===== src/rtl/serial_reorder_buf_pkg.sv =====
// Shared types for the serial FFT commutator reorder buffer: permutation modes
// and the default sample width.
package serial_reorder_buf_pkg;

    localparam int NB_DEFAULT = 16;

    typedef enum logic [1:0] {
        MODE_DEINT  = 2'd0,
        MODE_BITREV = 2'd1,
        MODE_BYPASS = 2'd2,
        MODE_RSVD   = 2'd3
    } mode_t;

endpackage


===== src/rtl/serial_reorder_perm.sv =====
// Combinational read-address permutation for one block index k:
// even/odd deinterleave, bit reversal, or pass-through.
module serial_reorder_perm
    import serial_reorder_buf_pkg::*;
#(
    parameter int LOG2N = 3
) (
    input  logic [LOG2N-1:0] k,
    input  mode_t            mode,
    output logic [LOG2N-1:0] addr
);

    always_comb begin
        addr = k;
        case (mode)
            MODE_DEINT:  addr = {k[LOG2N-2:0], k[LOG2N-1]};
            MODE_BITREV: begin
                for (int unsigned i = 0; i < LOG2N; i++) begin
                    addr[i] = k[LOG2N-1-i];
                end
            end
            default:     addr = k;
        endcase
    end

endmodule


===== src/rtl/serial_reorder_buf.sv =====
// Ping-pong reorder buffer: writes block b into one bank while block b-1 is
// read back permuted from the other. Optional drain port: SERIAL_REORDER_DRAIN_EN.
module serial_reorder_buf
    import serial_reorder_buf_pkg::*;
#(
    parameter int NB    = NB_DEFAULT,
    parameter int LOG2N = 3
) (
    input  logic          clk,
    input  logic          reset_n,
    input  logic          start,
    input  logic [1:0]    mode,
    input  logic          in_valid,
    input  logic [NB-1:0] in_data,
`ifdef SERIAL_REORDER_DRAIN_EN
    input  logic          drain,
`endif
    output logic          out_valid,
    output logic [NB-1:0] out_data,
    output logic          out_first
);

    localparam int N = 1 << LOG2N;

    logic [NB-1:0]    mem [2][N];
    mode_t            bmode [2];
    logic [LOG2N-1:0] wcnt;
    logic [LOG2N-1:0] raddr;
    logic             wbank;
    logic             rb;
    logic [1:0]       full;
    logic             wr_en;
    logic             drain_en;
    logic             rd_en;
    logic             last;

    assign rb    = ~wbank;
    assign wr_en = in_valid & ~start;
    assign last  = (wcnt == '1);

`ifdef SERIAL_REORDER_DRAIN_EN
    assign drain_en = drain & ~in_valid & ~start;
`else
    assign drain_en = 1'b0;
`endif

    // Read index is the write counter itself; only the bank differs.
    assign rd_en = (wr_en | drain_en) & full[rb];

    serial_reorder_perm #(.LOG2N(LOG2N)) u_perm (
        .k    (wcnt),
        .mode (bmode[rb]),
        .addr (raddr)
    );

    always_ff @(posedge clk) begin
        if (wr_en) begin
            mem[wbank][wcnt] <= in_data;
        end
    end

    always_ff @(posedge clk or negedge reset_n) begin
        if (!reset_n) begin
            wcnt      <= '0;
            wbank     <= 1'b0;
            full      <= '0;
            bmode[0]  <= MODE_DEINT;
            bmode[1]  <= MODE_DEINT;
            out_valid <= 1'b0;
            out_first <= 1'b0;
            out_data  <= '0;
        end else if (start) begin
            wcnt      <= '0;
            wbank     <= 1'b0;
            full      <= '0;
            out_valid <= 1'b0;
            out_first <= 1'b0;
        end else begin
            out_valid <= rd_en;
            out_first <= rd_en & (wcnt == '0);
            if (rd_en) begin
                out_data <= mem[rb][raddr];
            end
            if (wr_en && wcnt == '0) begin
                bmode[wbank] <= mode_t'(mode);
            end
            if (wr_en || rd_en) begin
                wcnt <= wcnt + LOG2N'(1);
            end
            // Read and write banks differ, so clear and set never collide.
            if (rd_en && last) begin
                full[rb] <= 1'b0;
            end
            if (wr_en && last) begin
                full[wbank] <= 1'b1;
                wbank       <= ~wbank;
            end
        end
    end

endmodule


===== config.mk =====
export PLATFORM = sky130hd
export DESIGN_NAME = serial_reorder_buf
export DESIGN_NICKNAME = d
export VERILOG_FILES = /design/src/rtl/serial_reorder_buf_pkg.sv /design/src/rtl/serial_reorder_perm.sv /design/src/rtl/serial_reorder_buf.sv
export SDC_FILE = /design/constraint.sdc
export NUM_CORES = 1
export LEC_CHECK = 0
export CAP_MARGIN = 20
export CORE_MARGIN = 5
export CORE_UTILIZATION = 54
export CTS_CLUSTER_SIZE = 14
export DETAILED_ROUTE_END_ITERATION = 12
export PLACE_DENSITY = 0.78
export SYNTH_ARGS = -nofsm -noshare
export SYNTH_HDL_FRONTEND = slang
export SYNTH_HIERARCHICAL = 1
export SYNTH_SLANG_ARGS = --single-unit

===== constraint.sdc =====
create_clock -name clk -period 3.1 [get_ports clk]
set_clock_uncertainty 0.15 [all_clocks]
set_input_delay 0.465 -clock clk [delete_from_list [all_inputs] [get_ports clk]]
set_output_delay 0.465 -clock clk [all_outputs]
set_load 0.02 [all_outputs]

== Yosys cells after proc, flatten, opt, wreduce, memory -nomap -nowiden ==
Memories as Yosys holds them, arrays and structs flattened.
Index checks and enable logic that the tools add are counted.
Widths: inputs -> output; s select.
Operators by class
  bitwise logic cells: 12
  mux-type cells: 30
  equal/unequal tests: 2
  reduce and logical (&&, ||, !) cells: 14
  $lt $le $gt $ge: 10
  add/subtract/negate cells: 1
Operators by type and width (number)
  $mux 128: 1
  $bmux 16 s3: 1
  $demux 16 s3: 1
  $mux 16: 3
  $mux 2: 8
  $mux 1: 9
  $ge 4x4->1 const B: 2
  $not 3->4: 2
  $logic_and 1x1->1: 7
  $mux 3: 2
  $pmux 3 s2: 1
  $bwmux 4: 1
  $ge 2x2->1 const B: 2
  $lt 1x2->1 const B: 2
  $lt 4x1->1 const B: 1
  $not 1->2: 2
  $reduce_and 2->1: 2
  $reduce_bool 2->1: 2
  $add 3x1->3 const B: 1
  $and 1x1->1: 3
  $eq 3x3->1 const B: 1
  $logic_not 3->1: 1
  $and 2x2->2: 1
  $demux 1 s1: 2
  9 further kinds: 11
Storage, ports and cells
  output and inout bits: 18
  bits in writable memories: 256
  input bits: 22
  memories kept: 1
  bits in registers: 28
Memory list
  mem: depth 2, bits a word 128, rd ports 1, clocked after memory_dff 0, write ports 1, line serial_reorder_buf.sv:25  | logic [NB-1:0] mem [2][N];

== Logic depth before layout (Yosys ltp) ==
  depth after elaboration: 12
  depth in mapped cells: 12
  depth with buffers taken out: 6

== Modules after synthesis ==
The synthesis kept the hierarchy.
Modules (own cells, without submodules)
  serial_reorder_buf: area an instance 10929.2 um^2, times used 1, cells an instance 502
  serial_reorder_perm: area an instance 45.0 um^2, times used 1, cells an instance 6

== Worst setup path before layout ==
No wires, ideal clock.
  kind: flip-flop to flip-flop
  from: register wbank
  to: register out_data[13]
  slack: 0.111 ns
  period minus slack after synthesis: 2.989 ns
  path buffers: 6
  data required time: 2.821 ns
  stages on the path, launching flop included: 13
  arrival: 2.710 ns
  path through: dfrtp_1 > buf_6 > buf_6 > buf_2 > mux2_2 > nor2_1 > mux2_1 > buf_4 > buf_4 > buf_4 > mux4_2 > mux2i_1 > a211oi_2
On the way
  word-level cells in the longest chain between the ends: 11
  elaborated cells on any way between the ends: 17
  classes of those cells: 1 x eq/ne; 9 x mux; 4 x bitwise; 2 x reduce/logical; 1 x memory
RTL lines
  from (decl): line serial_reorder_buf.sv:29  | logic wbank;
  from (signal assigned): line serial_reorder_buf.sv:96  | wbank <= ~wbank;
  $not 1->1 *: line serial_reorder_buf.sv:37  | assign rb = ~wbank;
  $not 1->2 (implied by the code) *: line serial_reorder_buf.sv:52  | .mode (bmode[rb]),
  $mux 2 (implied by the code) * (3 in series): line serial_reorder_buf.sv:52
  $eq 2x1->1 or $logic_not 2->1 (tied branches): line serial_reorder_perm.sv:15  | case (mode)
  $pmux 3 s2 *: line serial_reorder_perm.sv:15
  named net raddr[1]: line serial_reorder_buf.sv:28  | logic [LOG2N-1:0] raddr;
  $not 3->4 (implied by the code) *: line serial_reorder_buf.sv:82  | out_data <= mem[rb][raddr];
  $bmux 16 s3 *: line serial_reorder_buf.sv:82
  $mux 16 (implied by the code) * (2 in series): line serial_reorder_buf.sv:82
  to (signal assigned): line serial_reorder_buf.sv:82
  to (decl): line serial_reorder_buf.sv:19  | output logic [NB-1:0] out_data,
Mark *: on every way through the listed nets, which the timed path passes. The rest lies on a longest branch. The select of a mux whose other input is x is not followed.
A chain may end at the register's enable or synchronous reset.

== Worst setup path in the final report ==
  from: register wbank
  to: register out_data[14]
The elaborated chain is that of the path after synthesis.

==> summary.txt <==
Drt
  – Via count: between 5,000 and 6,000
  – WL met3: roughly 2200 um
  – Routed WL per cell: 26.6 um
  – Highest signal layer in the routed design: met4
  – Antenna Nets Post-Route: 0
  – DRC errors left: 0
  – Number of DRC markers after the initial detailed-route iteration: around 550
  – Drt first pass iters: 5
  – Met1 layer wirelength in the final routing: around 8900 um
  – Number of vias per cell: 6.13
  – Sum of routed wire length over all layers: 23,300 um
  – Met2 Routed Length: 11,700 um

Yosys
  – Share of flip-flops with an asynchronous set or reset after synthesis: under 10%
  – Number of synthesized register bits: around 280
  – Dominant synthesized flop cell: edfxtp_1
  – Leading cell types by total area after synthesis: edfxtp_1, mux4_2, dfrtp_1
  – Post-synth design cell area: 0.0110 mm^2
  – Register area share after synthesis: around three quarters
  – Number of flops mapped to enable cells by yosys: between 200 and 300
  – Most repeated cell in the gate-level netlist after synthesis: edfxtp_1
  – Synth Instances: around 510
  – Post-synth top cells: edfxtp_1, mux4_2, nor2_1
  – Number of synthesis warnings: 6
  – Syn_area_per_cell: about 22 um^2
  – Number of nets in the synthesized netlist: 533
  – Synth area leader: edfxtp_1
  – Synth unique cells: 33
  – Area share of the leading cell type in the synthesized netlist: between 70% and 80%

Clock network
  – Clock transition time at the flip-flop clock pins of the worst setup and hold paths: roughly 60 ps
  – Post-CTS setup buffer count: 0
  – Number of levels the H-tree was split into: 1
  – Clock insertion delay at the later pin of the skew report: between 500 and 600 ps
  – CTS root buf: clkbuf_16
  – CTS Buffer Depth: 3
  – Number of gates resized after CTS: 0
  – TritonCTS clock tree: yes
  – Clk sinks: between 200 and 300
  – Hold buffer count at cts: 0
  – TritonCTS buffer count: 28

Placed design
  – Sum of net half-perimeters after detailed placement: between 10,000 and 15,000 um
  – Gp weighted congestion: around 0.8
  – Number of cells in the design after placement: about 820
  – Worst setup slack before clock tree synthesis: 457 ps
  – Input/output buffers: 39

Power and ir drop
  – Leakage dissipation: around 0.0042 uW
  – Pwr Total: about 8000 uW
  – Worst voltage drop across the vdd grid: between 400 and 500 uV
  – Cell area power density: 628 mW/mm^2

Critical path
  – Endpoint arrival time on the critical path: between 2000 and 3000 ps
  – CP Launch Type: flop
  – Library cell contributing the largest single delay on the critical path: mux4_2
  – Maximum fanout encountered on the critical timing path: 60
  – Cell type with the highest occurrence count on the critical path: mux2_2
  – Crit-path leading delay family: multiplexers
  – Peak per-stage delay on the critical path: between 500 and 600 ps
  – Crit path cell chain: mux2_2, nor2_1, mux2_2, buf_12, mux4_2, mux2i_1, a221oi_1
  – Kind of end point of the critical path: flop
  – Crit path buffers/inverters: 1
  – Data required time of the worst path: ~3300 ps
  – Category of the critical setup timing path: flop to flop

STA
  – Final Slew Violations: 0
  – Final min period: between 2000 and 3000 ps
  – Unrepaired setup endpoints after global routing: no
  – Slack of the critical path: between 400 and 500 ps
  – Final setup fails: 0
  – Total negative slack: 0 ps
  – Hold Slack: 195 ps
  – Transition time at the pin with the least slew margin: approximately 820 ps
  – Part of the cycle the worst path needs: between 80 and 90%
  – Final-report hold violation count: 0
  – Maximum frequency from static timing analysis: 0.372 GHz
  – Worst slew margin relative to its limit: ~46%

Finish
  – Filler-free cell count of the finished design: a little under 900
  – Filler Cells Inserted: about 1,300
  – Area added between synthesis and finish: 16.8%
  – Total inserted antenna cells: 0
  – Area of combinational cells with multiple inputs: ~0.0024 mm^2
  – Register area: roughly 0.0084 mm^2
  – Final net count: 609
  – Layout cells sized above 1: 25.7%

Floorplanning
  – Cell row count: between 50 and 60
  – Top-level I/O count: 40
  – Height of the chip: roughly 150 um
  – Die Area: 0.0233 mm^2
  – Standard cell core area: between 0.02 and 0.025 mm^2
  – Die outline width: between 150 and 200 um
  – Starting Density: a little over half

Global routing
  – Pin count of the biggest net entering global routing: around 60
  – Antenna violations before repair: 0
  – Wire length of the first global-routing pass: around 36,000 um
  – GRT overflow: 0
  – Number of global-route vias before repair: between 5,000 and 6,000
  – Total track usage: between 20% and 30%

Outcome
  – Result of the run: complete, no violations

Hold path
  – Hold crit path type: input port to asynchronous set/reset pin

Flow run
  – Number of violations of the max-capacitance limit: 0
## flip-flops by register name, indices dropped and copies added (netlist names)
signal     count
mem          256
wbank          1
wcnt           3
full           2
out_data      16
bmode          4
out_first      1
out_valid      1
## area by class of cell
cell class	instances	share of cell area (%)
Clock inverter	16	1.64
Inverter	3	0.0879
Multi-Input combinational cell	195	18.9
Clock buffer	36	5.95
Timing Repair Buffer	72	5.37
Tap cell	270	2.64
Sequential cell	284	65.5
## stage by stage
step,area (um^2),util [%]
floorplan,11000,-
global placement,11800,58.9
detailed placement,11800,58.9
CTS,12800,63.7
global route,12800,63.7
finish,12800,63.7
## layer usage
metal	vias to the layer above	GRT usage [%]
li1	2260	-
met1	2790	28.3
met2	280	34.2
met3	37	3.81
met4	0	5.60
met5	-	0
## worst paths after layout
check                      startpoint           end  slack (ps)  depth (start not counted)
max                             wbank  out_data[14]         410                          7
min                           reset_n       full[1]         190                          2
max reg2reg                     wbank  out_data[14]         410                          7
min reg2reg                  bmode[1]      bmode[1]         360                          1
max in group asynchronous     reset_n         wbank        2270                          2
min in group clk             bmode[1]      bmode[1]         360                          1
## worst reg2reg max path, delay by kind of cell (launching register included)
kind	cells	cell delay, ps
multiplexers	4	1400
AO/OA/AOI/OAI	1	110
flip-flops	1	400
buffers and inverters	1	330
AND/OR/NAND/NOR	1	140
## power by group
part	leakage [uW]	switching (uW)	internal (uW)
registers	0.00269	16.5	4210
clock network	0.000471	1360	2150
logic	0.00102	172	131
total	0.00418	1550	6490
## kinds of logic (layout without fill, tap and decap cells)
family | Yosys count | after routing | synth area share (%)
AND/OR/NAND/NOR | 63 | 63 | 2.55
adder cells (fa/ha/maj) | 3 | 3 | 0.342
flip-flops | 284 | 284 | 76.4
buffers and inverters | 29 | 127 | 1.90
XOR/XNOR | 2 | 2 | 0.160
multiplexers | 96 | 96 | 16.5
AO/OA/AOI/OAI | 31 | 31 | 2.14
## cells in the final DEF, fill, tap and decap left out, types with 3 or more instances in the layout
cell,instances
a221oi_1,12
and3_1,4
buf_12,4
buf_4,29
bufinv_16,5
clkbuf_1,6
clkbuf_16,29
clkdlybuf4s50_1,39
clkinv_1,3
clkinv_2,5
dfrtp_1,27
edfxtp_1,256
ha_1,3
mux2_2,8
mux2i_1,23
mux4_1,9
mux4_2,55
nand2_1,6
nand3_1,5
nor2_1,30
nor2_2,7
nor3_2,4
o22ai_1,12
Note: power is estimated with default switching activity, not from simulation.
